==> src/rtl/axis_block_sig_gen_pkg.sv <==
// Shared types and helpers for the AXI-Stream block flag generator.
package axis_block_pkg;

  // Upper bound on observed channels; first_ch is 5 bits wide.
  localparam int MAX_CH    = 32;
  // Default stall counter width and its saturation value.
  localparam int CNT_W_DEF = 16;
  localparam int CNT_MAX   = (1 << CNT_W_DEF) - 1;

  // Report FSM: waiting for the first block, or inside a block episode.
  typedef enum logic {
    S_IDLE    = 1'b0,
    S_BLOCKED = 1'b1
  } blk_state_t;

  // Index of the lowest set bit; 0 when the vector is empty.
  function automatic logic [4:0] lowest_set_index(input logic [MAX_CH-1:0] v);
    logic [4:0] idx;
    idx = '0;
    for (int i = MAX_CH - 1; i >= 0; i--) begin
      if (v[i]) idx = i[4:0];
    end
    return idx;
  endfunction

endpackage

==> src/rtl/axis_block_sig_gen_if.sv <==
// Channel handshake observation and block report bundle.
interface axis_block_if #(
  parameter int NUM_CH = 1,
  parameter int CNT_W  = 16
);
  logic [NUM_CH-1:0] ch_tvalid;
  logic [NUM_CH-1:0] ch_tready;
  logic              inst_idle;
  logic [NUM_CH-1:0] axis_block_sigs;
  logic              any_block;
  logic              block_enter;
  logic              block_release;
  logic [4:0]        first_ch;
  logic [CNT_W-1:0]  first_cycles;

  // Environment side: drives the observed handshakes, reads the report.
  modport master (
    output ch_tvalid, ch_tready, inst_idle,
    input  axis_block_sigs, any_block, block_enter, block_release,
           first_ch, first_cycles
  );

  // Generator side.
  modport slave (
    input  ch_tvalid, ch_tready, inst_idle,
    output axis_block_sigs, any_block, block_enter, block_release,
           first_ch, first_cycles
  );
endinterface

==> src/rtl/axis_block_sig_gen_stall_counter.sv <==
// Per-channel stall detector, saturating consecutive-stall counter and
// block flag. Exposes next-state values so the top can make its FSM
// decision on the same edge the flags change.
module axis_stall_counter #(
  parameter int CNT_W        = 16,
  parameter int STALL_THRESH = 16,
  parameter bit IS_INPUT     = 1'b1
) (
  input  logic             clock,
  input  logic             reset,
  input  logic             tvalid,
  input  logic             tready,
  input  logic             inst_idle,
  output logic [CNT_W-1:0] cnt_d,
  output logic             flag_d,
  output logic             flag_q
);

  localparam logic [CNT_W-1:0] THRESH_M1 = CNT_W'(STALL_THRESH - 1);

  logic             stall_raw;
  logic             stall;
  logic [CNT_W-1:0] cnt_q;

  // Stall = waiting on the peer: inputs starve (ready, no data), outputs
  // back up (data, no ready). An idle instance never stalls.
  always_comb begin
    stall_raw = IS_INPUT ? (tready & ~tvalid) : (tvalid & ~tready);
    stall     = stall_raw & ~inst_idle;
  end

  // Count consecutive stall cycles (saturating); the flag is up while the
  // run, including this cycle, has reached the threshold.
  always_comb begin
    cnt_d  = '0;
    flag_d = 1'b0;
    if (stall) begin
      cnt_d  = (cnt_q == '1) ? cnt_q : cnt_q + 1'b1;
      flag_d = (cnt_q >= THRESH_M1);
    end
  end

  // Counter and flag registers.
  always_ff @(posedge clock) begin
    if (reset) begin
      cnt_q  <= '0;
      flag_q <= 1'b0;
    end else begin
      cnt_q  <= cnt_d;
      flag_q <= flag_d;
    end
  end

endmodule

==> src/rtl/axis_block_sig_gen.sv <==
// Per-channel AXIS block flags plus a block episode reporter: one-cycle
// enter/release pulses, the first blocked channel and its live stall count.
module axis_block_sig_gen
  import axis_block_pkg::*;
#(
  parameter int          NUM_CH       = 1,
  parameter logic [31:0] IN_MASK      = 32'h1,
  parameter int          STALL_THRESH = 16,
  parameter int          CNT_W        = CNT_W_DEF
) (
  input logic        clock,
  input logic        reset,
  axis_block_if.slave bus
);

  // Vectors are padded to MAX_CH so a 5-bit channel index is always in range.
  logic [MAX_CH-1:0]            flag_d;
  logic [MAX_CH-1:0]            flag_q;
  logic [MAX_CH-1:0][CNT_W-1:0] cnt_d;

  for (genvar i = 0; i < MAX_CH; i++) begin : g_ch
    if (i < NUM_CH) begin : g_on
      axis_stall_counter #(
        .CNT_W       (CNT_W),
        .STALL_THRESH(STALL_THRESH),
        .IS_INPUT    (IN_MASK[i])
      ) u_cnt (
        .clock    (clock),
        .reset    (reset),
        .tvalid   (bus.ch_tvalid[i]),
        .tready   (bus.ch_tready[i]),
        .inst_idle(bus.inst_idle),
        .cnt_d    (cnt_d[i]),
        .flag_d   (flag_d[i]),
        .flag_q   (flag_q[i])
      );
    end else begin : g_off
      assign cnt_d[i]  = '0;
      assign flag_d[i] = 1'b0;
      assign flag_q[i] = 1'b0;
    end
  end

  blk_state_t       state_q, state_d;
  logic             any_block_q, any_block_d;
  logic             block_enter_q, block_enter_d;
  logic             block_release_q, block_release_d;
  logic [4:0]       first_ch_q, first_ch_d;
  logic [CNT_W-1:0] first_cycles_q, first_cycles_d;
  logic [4:0]       low_idx;

  // Episode FSM next state: decisions use next-state flags so pulses and
  // captures line up with the edge where the flags themselves change.
  always_comb begin
    state_d         = state_q;
    any_block_d     = |flag_d;
    block_enter_d   = 1'b0;
    block_release_d = 1'b0;
    first_ch_d      = first_ch_q;
    first_cycles_d  = first_cycles_q;
    low_idx         = lowest_set_index(flag_d);
    case (state_q)
      S_IDLE: begin
        if (any_block_d) begin
          state_d        = S_BLOCKED;
          block_enter_d  = 1'b1;
          first_ch_d     = low_idx;
          first_cycles_d = cnt_d[low_idx];
        end
      end
      S_BLOCKED: begin
        if (!any_block_d) begin
          state_d         = S_IDLE;
          block_release_d = 1'b1;
        end else if (flag_d[first_ch_q]) begin
          // Follow the captured channel only while it is still blocked.
          first_cycles_d = cnt_d[first_ch_q];
        end
      end
      default: state_d = S_IDLE;
    endcase
  end

  // Episode FSM and report registers.
  always_ff @(posedge clock) begin
    if (reset) begin
      state_q         <= S_IDLE;
      any_block_q     <= 1'b0;
      block_enter_q   <= 1'b0;
      block_release_q <= 1'b0;
      first_ch_q      <= '0;
      first_cycles_q  <= '0;
    end else begin
      state_q         <= state_d;
      any_block_q     <= any_block_d;
      block_enter_q   <= block_enter_d;
      block_release_q <= block_release_d;
      first_ch_q      <= first_ch_d;
      first_cycles_q  <= first_cycles_d;
    end
  end

  assign bus.axis_block_sigs = flag_q[NUM_CH-1:0];
  assign bus.any_block       = any_block_q;
  assign bus.block_enter     = block_enter_q;
  assign bus.block_release   = block_release_q;
  assign bus.first_ch        = first_ch_q;
  assign bus.first_cycles    = first_cycles_q;

endmodule

==> src/flat_wrapper.sv <==
// flat-port wrapper written by rule: the top's interface ports become plain ports
module axis_block_sig_gen_flat import axis_block_pkg::*;
#(
  parameter int          NUM_CH       = 1,
  parameter logic [31:0] IN_MASK      = 32'h1,
  parameter int          STALL_THRESH = 16,
  parameter int          CNT_W        = CNT_W_DEF
)
  (clock, reset, bus_ch_tvalid, bus_ch_tready, bus_inst_idle, bus_axis_block_sigs, bus_any_block, bus_block_enter, bus_block_release, bus_first_ch, bus_first_cycles);
  axis_block_if #(.NUM_CH(NUM_CH), .CNT_W(CNT_W)) bus_i ();
  input logic clock;
  input logic reset;
  input wire logic [$bits(bus_i.ch_tvalid)-1:0] bus_ch_tvalid;
  input wire logic [$bits(bus_i.ch_tready)-1:0] bus_ch_tready;
  input wire logic [$bits(bus_i.inst_idle)-1:0] bus_inst_idle;
  output wire logic [$bits(bus_i.axis_block_sigs)-1:0] bus_axis_block_sigs;
  output wire logic [$bits(bus_i.any_block)-1:0] bus_any_block;
  output wire logic [$bits(bus_i.block_enter)-1:0] bus_block_enter;
  output wire logic [$bits(bus_i.block_release)-1:0] bus_block_release;
  output wire logic [$bits(bus_i.first_ch)-1:0] bus_first_ch;
  output wire logic [$bits(bus_i.first_cycles)-1:0] bus_first_cycles;
  assign bus_i.ch_tvalid = bus_ch_tvalid;
  assign bus_i.ch_tready = bus_ch_tready;
  assign bus_i.inst_idle = bus_inst_idle;
  assign bus_axis_block_sigs = bus_i.axis_block_sigs;
  assign bus_any_block = bus_i.any_block;
  assign bus_block_enter = bus_i.block_enter;
  assign bus_block_release = bus_i.block_release;
  assign bus_first_ch = bus_i.first_ch;
  assign bus_first_cycles = bus_i.first_cycles;
  axis_block_sig_gen #(.NUM_CH(NUM_CH), .IN_MASK(IN_MASK), .STALL_THRESH(STALL_THRESH), .CNT_W(CNT_W)) u_core (.clock(clock), .reset(reset), .bus(bus_i));
endmodule
==> config.mk <==
export PLATFORM = sky130hd
export DESIGN_NAME = axis_block_sig_gen_flat
export DESIGN_NICKNAME = d
export VERILOG_FILES = /design/src/rtl/axis_block_sig_gen_pkg.sv /design/src/rtl/axis_block_sig_gen_if.sv /design/src/rtl/axis_block_sig_gen_stall_counter.sv /design/src/rtl/axis_block_sig_gen.sv /design/src/flat_wrapper.sv
export SDC_FILE = /design/constraint.sdc
export NUM_CORES = 1
export LEC_CHECK = 0
export CAP_MARGIN = 20
export CORE_MARGIN = 1.5
export CORE_UTILIZATION = 55
export CTS_CLUSTER_DIAMETER = 100
export DETAILED_ROUTE_END_ITERATION = 16
export PLACE_DENSITY_LB_ADDON = 0.1
export SYNTH_ARGS = -nofsm -noshare
export SYNTH_HDL_FRONTEND = slang
export SYNTH_SLANG_ARGS = --single-unit
export TNS_END_PERCENT = 5
==> constraint.sdc <==
create_clock -name clock -period 3.7 [get_ports clock]
set_input_delay 0.74 -clock clock [delete_from_list [all_inputs] [get_ports clock]]
set_output_delay 0.74 -clock clock [all_outputs]
set_load 0.05 [all_outputs]
Word-level counts from Yosys, hierarchy flattened --
Cells that the tools add are included.
Storage, ports and cells: bits in registers 36, output and inout port bits 25, word-level logic and storage cells 27, input bits 5
Cells by class: order comparisons 1, reduce and logical (&&, ||, !) cells 3, multiplexer cells 8, bitwise gates (word level) 5, add/subtract/negate cells 1, equal/unequal tests 3
Operators by type and width (number):
- $mux W16 | 4
- $pmux W16 S2 | 1
- $add A16 B1 Y16 const B | 1
- $eq A16 B16 Y1 const B | 1
- $ge A16 B4 Y1 const B | 1
- $reduce_or A2 Y1 | 2
- $mux W1 | 3
- $not A1 Y1 | 3
- $and A1 B1 Y1 | 2
- $ne A2 B1 Y1 const B | 1
- $ne A2 B2 Y1 const B | 1
- $reduce_and A2 Y1 | 1

Logic depth before layout (Yosys ltp) --
depth after elaboration 7, gate-level depth with buffers 6, gate-level depth less buffers 5

By module --
Synthesis repeated with hierarchy kept, for this count alone.
Unflattened totals: cell total of the unflattened synthesis 191, area, all modules 1671.6 um^2
Modules (own cells, without submodules):
- axis_stall_counter | cells an instance 127, seq. area each 340.3 um^2, times used 1, area an instance 967.2 um^2
- axis_block_sig_gen | cells an instance 64, seq. area each 380.4 um^2, times used 1, area an instance 704.4 um^2

Worst setup path after synthesis --
No wires, ideal clock.
path type input to register, start point input port reset, end point register u_core.first_cycles_q[11], in the netlist u_core.bus.first_cycles[11], stages 4, setup time 0.074 ns, path buffers 1, data required time 3.626 ns, path slack 1.594 ns, arrival time 2.032 ns, cell sequence clkbuf_1 > or4b_1 > or4_4 > o211ai_2
RTL lines:
- from (decl) | line flat_wrapper.sv:12 | input logic reset;
- to (signal assigned) | line axis_block_sig_gen.sv:99 | first_cycles_q <= first_cycles_d;
- to (decl) | line axis_block_sig_gen.sv:49 | logic [CNT_W-1:0] first_cycles_q, first_cycles_d;

==> summary.txt <==
Synth
  • Leading post-synthesis cells by cell area: dfxtp_1 44%, nor2_1 4.0%, nand2_1 3.3%
  • Syn avg cell area: slightly above 9 um2
  • Post-Synthesis Cells: roughly 180
  • Fraction of synthesized area in multiplexers: about 1.9%
  • Synth Cell Area: 1600 um2
  • Largest family of logic cells by synthesized area: simple AND/OR/NAND/NOR gates
  • Compound-Gate Fraction of Synth Area: about 18%
  • XOR/XNOR Fraction of Synth Area: roughly 1.6%
  • Post-synth EDFFs: 0
  • Synthesis-stage register bit count: 35
  • Post-synth top area cell: dfxtp_1
  • Seq/Total Area, Yosys: 43.9%
  • Simple-gate area share of the yosys netlist: a little over a quarter
  • Post-Synth Adder-Cell Area: 0.784%
  • Top cell type's share of synthesized area: around 44%
  • Async set or reset register ratio after synthesis: 0%
  • Yosys warning total: 0
  • Main synth FF type: dfxtp_1
  • Cell variety after synth: 47

STA
  • FMAX: 403 MHz
  • Hold_ws: 0.467 ns
  • Final setup TNS: 0 ns
  • Tcrit/Tclk final: approximately two thirds
  • Fin. Hold Viols: 0
  • Relative slew slack: approximately 50%
  • Unrepaired setup endpoints after global routing: false
  • Fin crit period: between 2 and 2.5 ns
  • Final setup vio count: 0
  • Fin worst setup slack: around 1.2 ns
  • Worst slew pin tran: ~0.72 ns
  • Worst Skew: between 0.01 and 0.015 ns
  • Max-slew violations: 0

Clock tree
  • # clock sinks: 35
  • Clock Path Buffers: 2
  • Clk Latency, worst-skew pair: ~0.35 ns
  • Post-CTS resize count: 0
  • Hold buffers post-CTS: 0
  • CTS tree: done
  • Root buffer cell: clkbuf_4
  • Clock-pin slew on the worst setup and hold paths: approximately 0.10 ns
  • CTS buffer count: 5
  • Setup bufs post-CTS: 0
  • H-tree Lvls: 2

Drt
  • Remaining DRCs: 0
  • DR vias: 1,383
  • Routed Antenna Nets: 0
  • Wire length on met2: around 1600 um
  • DR top layer: met4
  • DRT met1 WL: ~1600 um
  • Drt pass-1 iters: 4
  • Drt total wl: 3540 um
  • First DRT Iteration DRCs: between 80 and 90
  • DR WL met3: 291 um
  • Wirelength per Cell: between 15 and 20 um
  • Mean number of vias per cell: 6.04

Place
  • GPL Wtd Cong: 0.895
  • Detail Placement HPWL: between 2000 and 3000 um
  • Dpl cell area: 1820 um2
  • PortBufs: 24
  • Placement Setup Slack: 0.874 ns
  • Placed insts: 221

Worst hold path
  • Hold Path Class: register to register
  • Hold Path Cell Cnt: 1

Flow run
  • Max Cap Viol: 0

Global routing
  • All-Layer GR Usage: a little under a quarter
  • First-pass GRT wire length: roughly 5800 um
  • Largest net degree at the start of global routing: 14
  • Gr ovfl total: 0
  • Initial antenna violation count: 0
  • Vias in the first global route: around 1,200

Layout
  • Fill cell count: approximately 250
  • Leading cell type in the layout, fill and taps excluded: dfxtp_1
  • Design area: 1870 um2
  • Antenna diodes: 0
  • Layout area overhead: 17.1%
  • Most frequent cells in the layout: 35 x dfxtp_1, 24 x clkdlybuf4s50_1, 17 x nor2_1
  • Share of layout cells above drive strength 1: 7.07%
  • Register Area: approximately 700 um2
  • Post-route insts no fill: 229
  • Nets: about 200
  • Multi-input combinational cell area: 802 um2

Floorplanning
  • Total core area: ~2800 um2
  • Die W: between 50 and 60 um
  • Die ar.: approximately 3200 um2
  • IO Pins: 30
  • Std-Cell Rows: 19
  • Initial Utilization: 57.9%
  • Die Ht: approximately 57 um

Critical path
  • Worst Path Max Fanout: 13
  • Setup crit start kind: input pin
  • Critical path required time: between 3 and 4 ns
  • WP data arrival: about 2.8 ns
  • Kind of end point of the critical path: register
  • Kind of critical path: input pin to register
  • R2R depth: 5

Pwr
  • LEAKAGE: roughly 0.67 nW
  • PwrDens: 325 nW/um2
  • Max VDD drop: approximately 330 uV

Run status
  • Status: complete, no violations
-- flip-flops by register name, summed over array words and instances (netlist names) --
register	flops
u_core.bus.block_release	1
u_core.bus.first_cycles	16
u_core.bus.block_enter	1
u_core.g_ch.g_on.u_cnt.cnt_q	16
u_core.bus.any_block	1
-- synth_stat cells, types with 2 or more instances --
master      n
dfxtp_1    35
nor2_1     17
nand2_1    14
inv_1       7
nand3_1     7
nor4_1      7
buf_4       6
a211oi_1    5
clkbuf_1    5
nand4_1     5
nor3_1      5
and4_1      4
a21o_1      3
a41oi_1     3
buf_2       3
mux2i_1     3
o211ai_1    3
o2bb2ai_1   3
xnor2_1     3
a211o_1     2
a21oi_1     2
a31oi_1     2
and2_1      2
and3_1      2
nand2b_1    2
o21ai_0     2
o22ai_1     2
o32ai_1     2
or4_1       2
-- worst max-delay path, cell delays in order --
cell and delay [ns]:
clkdlybuf4s50_1 0.54, or4b_1 0.79, or4_4 0.61, o211ai_2 0.07
-- metal layers --
metal	vias up	track usage, %
li1	685	-
met1	621	30.2
met2	72	36.9
met3	5	7.83
met4	0	7.97
met5	-	0
-- final timing paths --
kind | startpoint | to | slack, ns
max reg2reg | u_core.g_ch[0].g_on.u_cnt.cnt_q[0] | u_core.bus.first_cycles[2] | 1.68
min reg2reg | u_core.bus.any_block | u_core.bus.block_enter | 0.47
min | u_core.bus.any_block | u_core.bus.block_enter | 0.47
max | reset | u_core.bus.first_cycles[11] | 1.22
-- layout make-up --
type                    instances  area share, %
clock inverters                 2          0.669
inverters                       7           1.41
well taps                      31           2.07
repair buffers                 25           13.3
clock buffers                   6           2.21
flip-flops and latches         35           37.5
multi-input cells             123           42.9
-- cell families after synthesis --
group,Yosys count
other cells,1
xor+xnor,3
compound gates,36
simple gates,75
mux,3
buf+inv,22
fa+ha+maj,1
flops,35
-- through the flow --
stage | power [W] | util (%)
global route | 0.000626 | 67.8
floorplan | 0.000409 | -
detailed placement | 0.000413 | 65.8
CTS | 0.000612 | 67.8
global placement | 0.000413 | 65.8
finish | 0.000607 | 67.8
-- report_power, final --
group | leakage (nW) | total, W | switching (W) | internal [W]
logic | 0.356 | 0.0000277 | 0.0000212 | 0.00000649
clock network | 0.0282 | 0.000202 | 0.000129 | 0.0000732
registers | 0.282 | 0.000377 | 0.000000337 | 0.000377
total | 0.666 | 0.000607 | 0.000151 | 0.000457
Power figures use the tool's default switching activity.
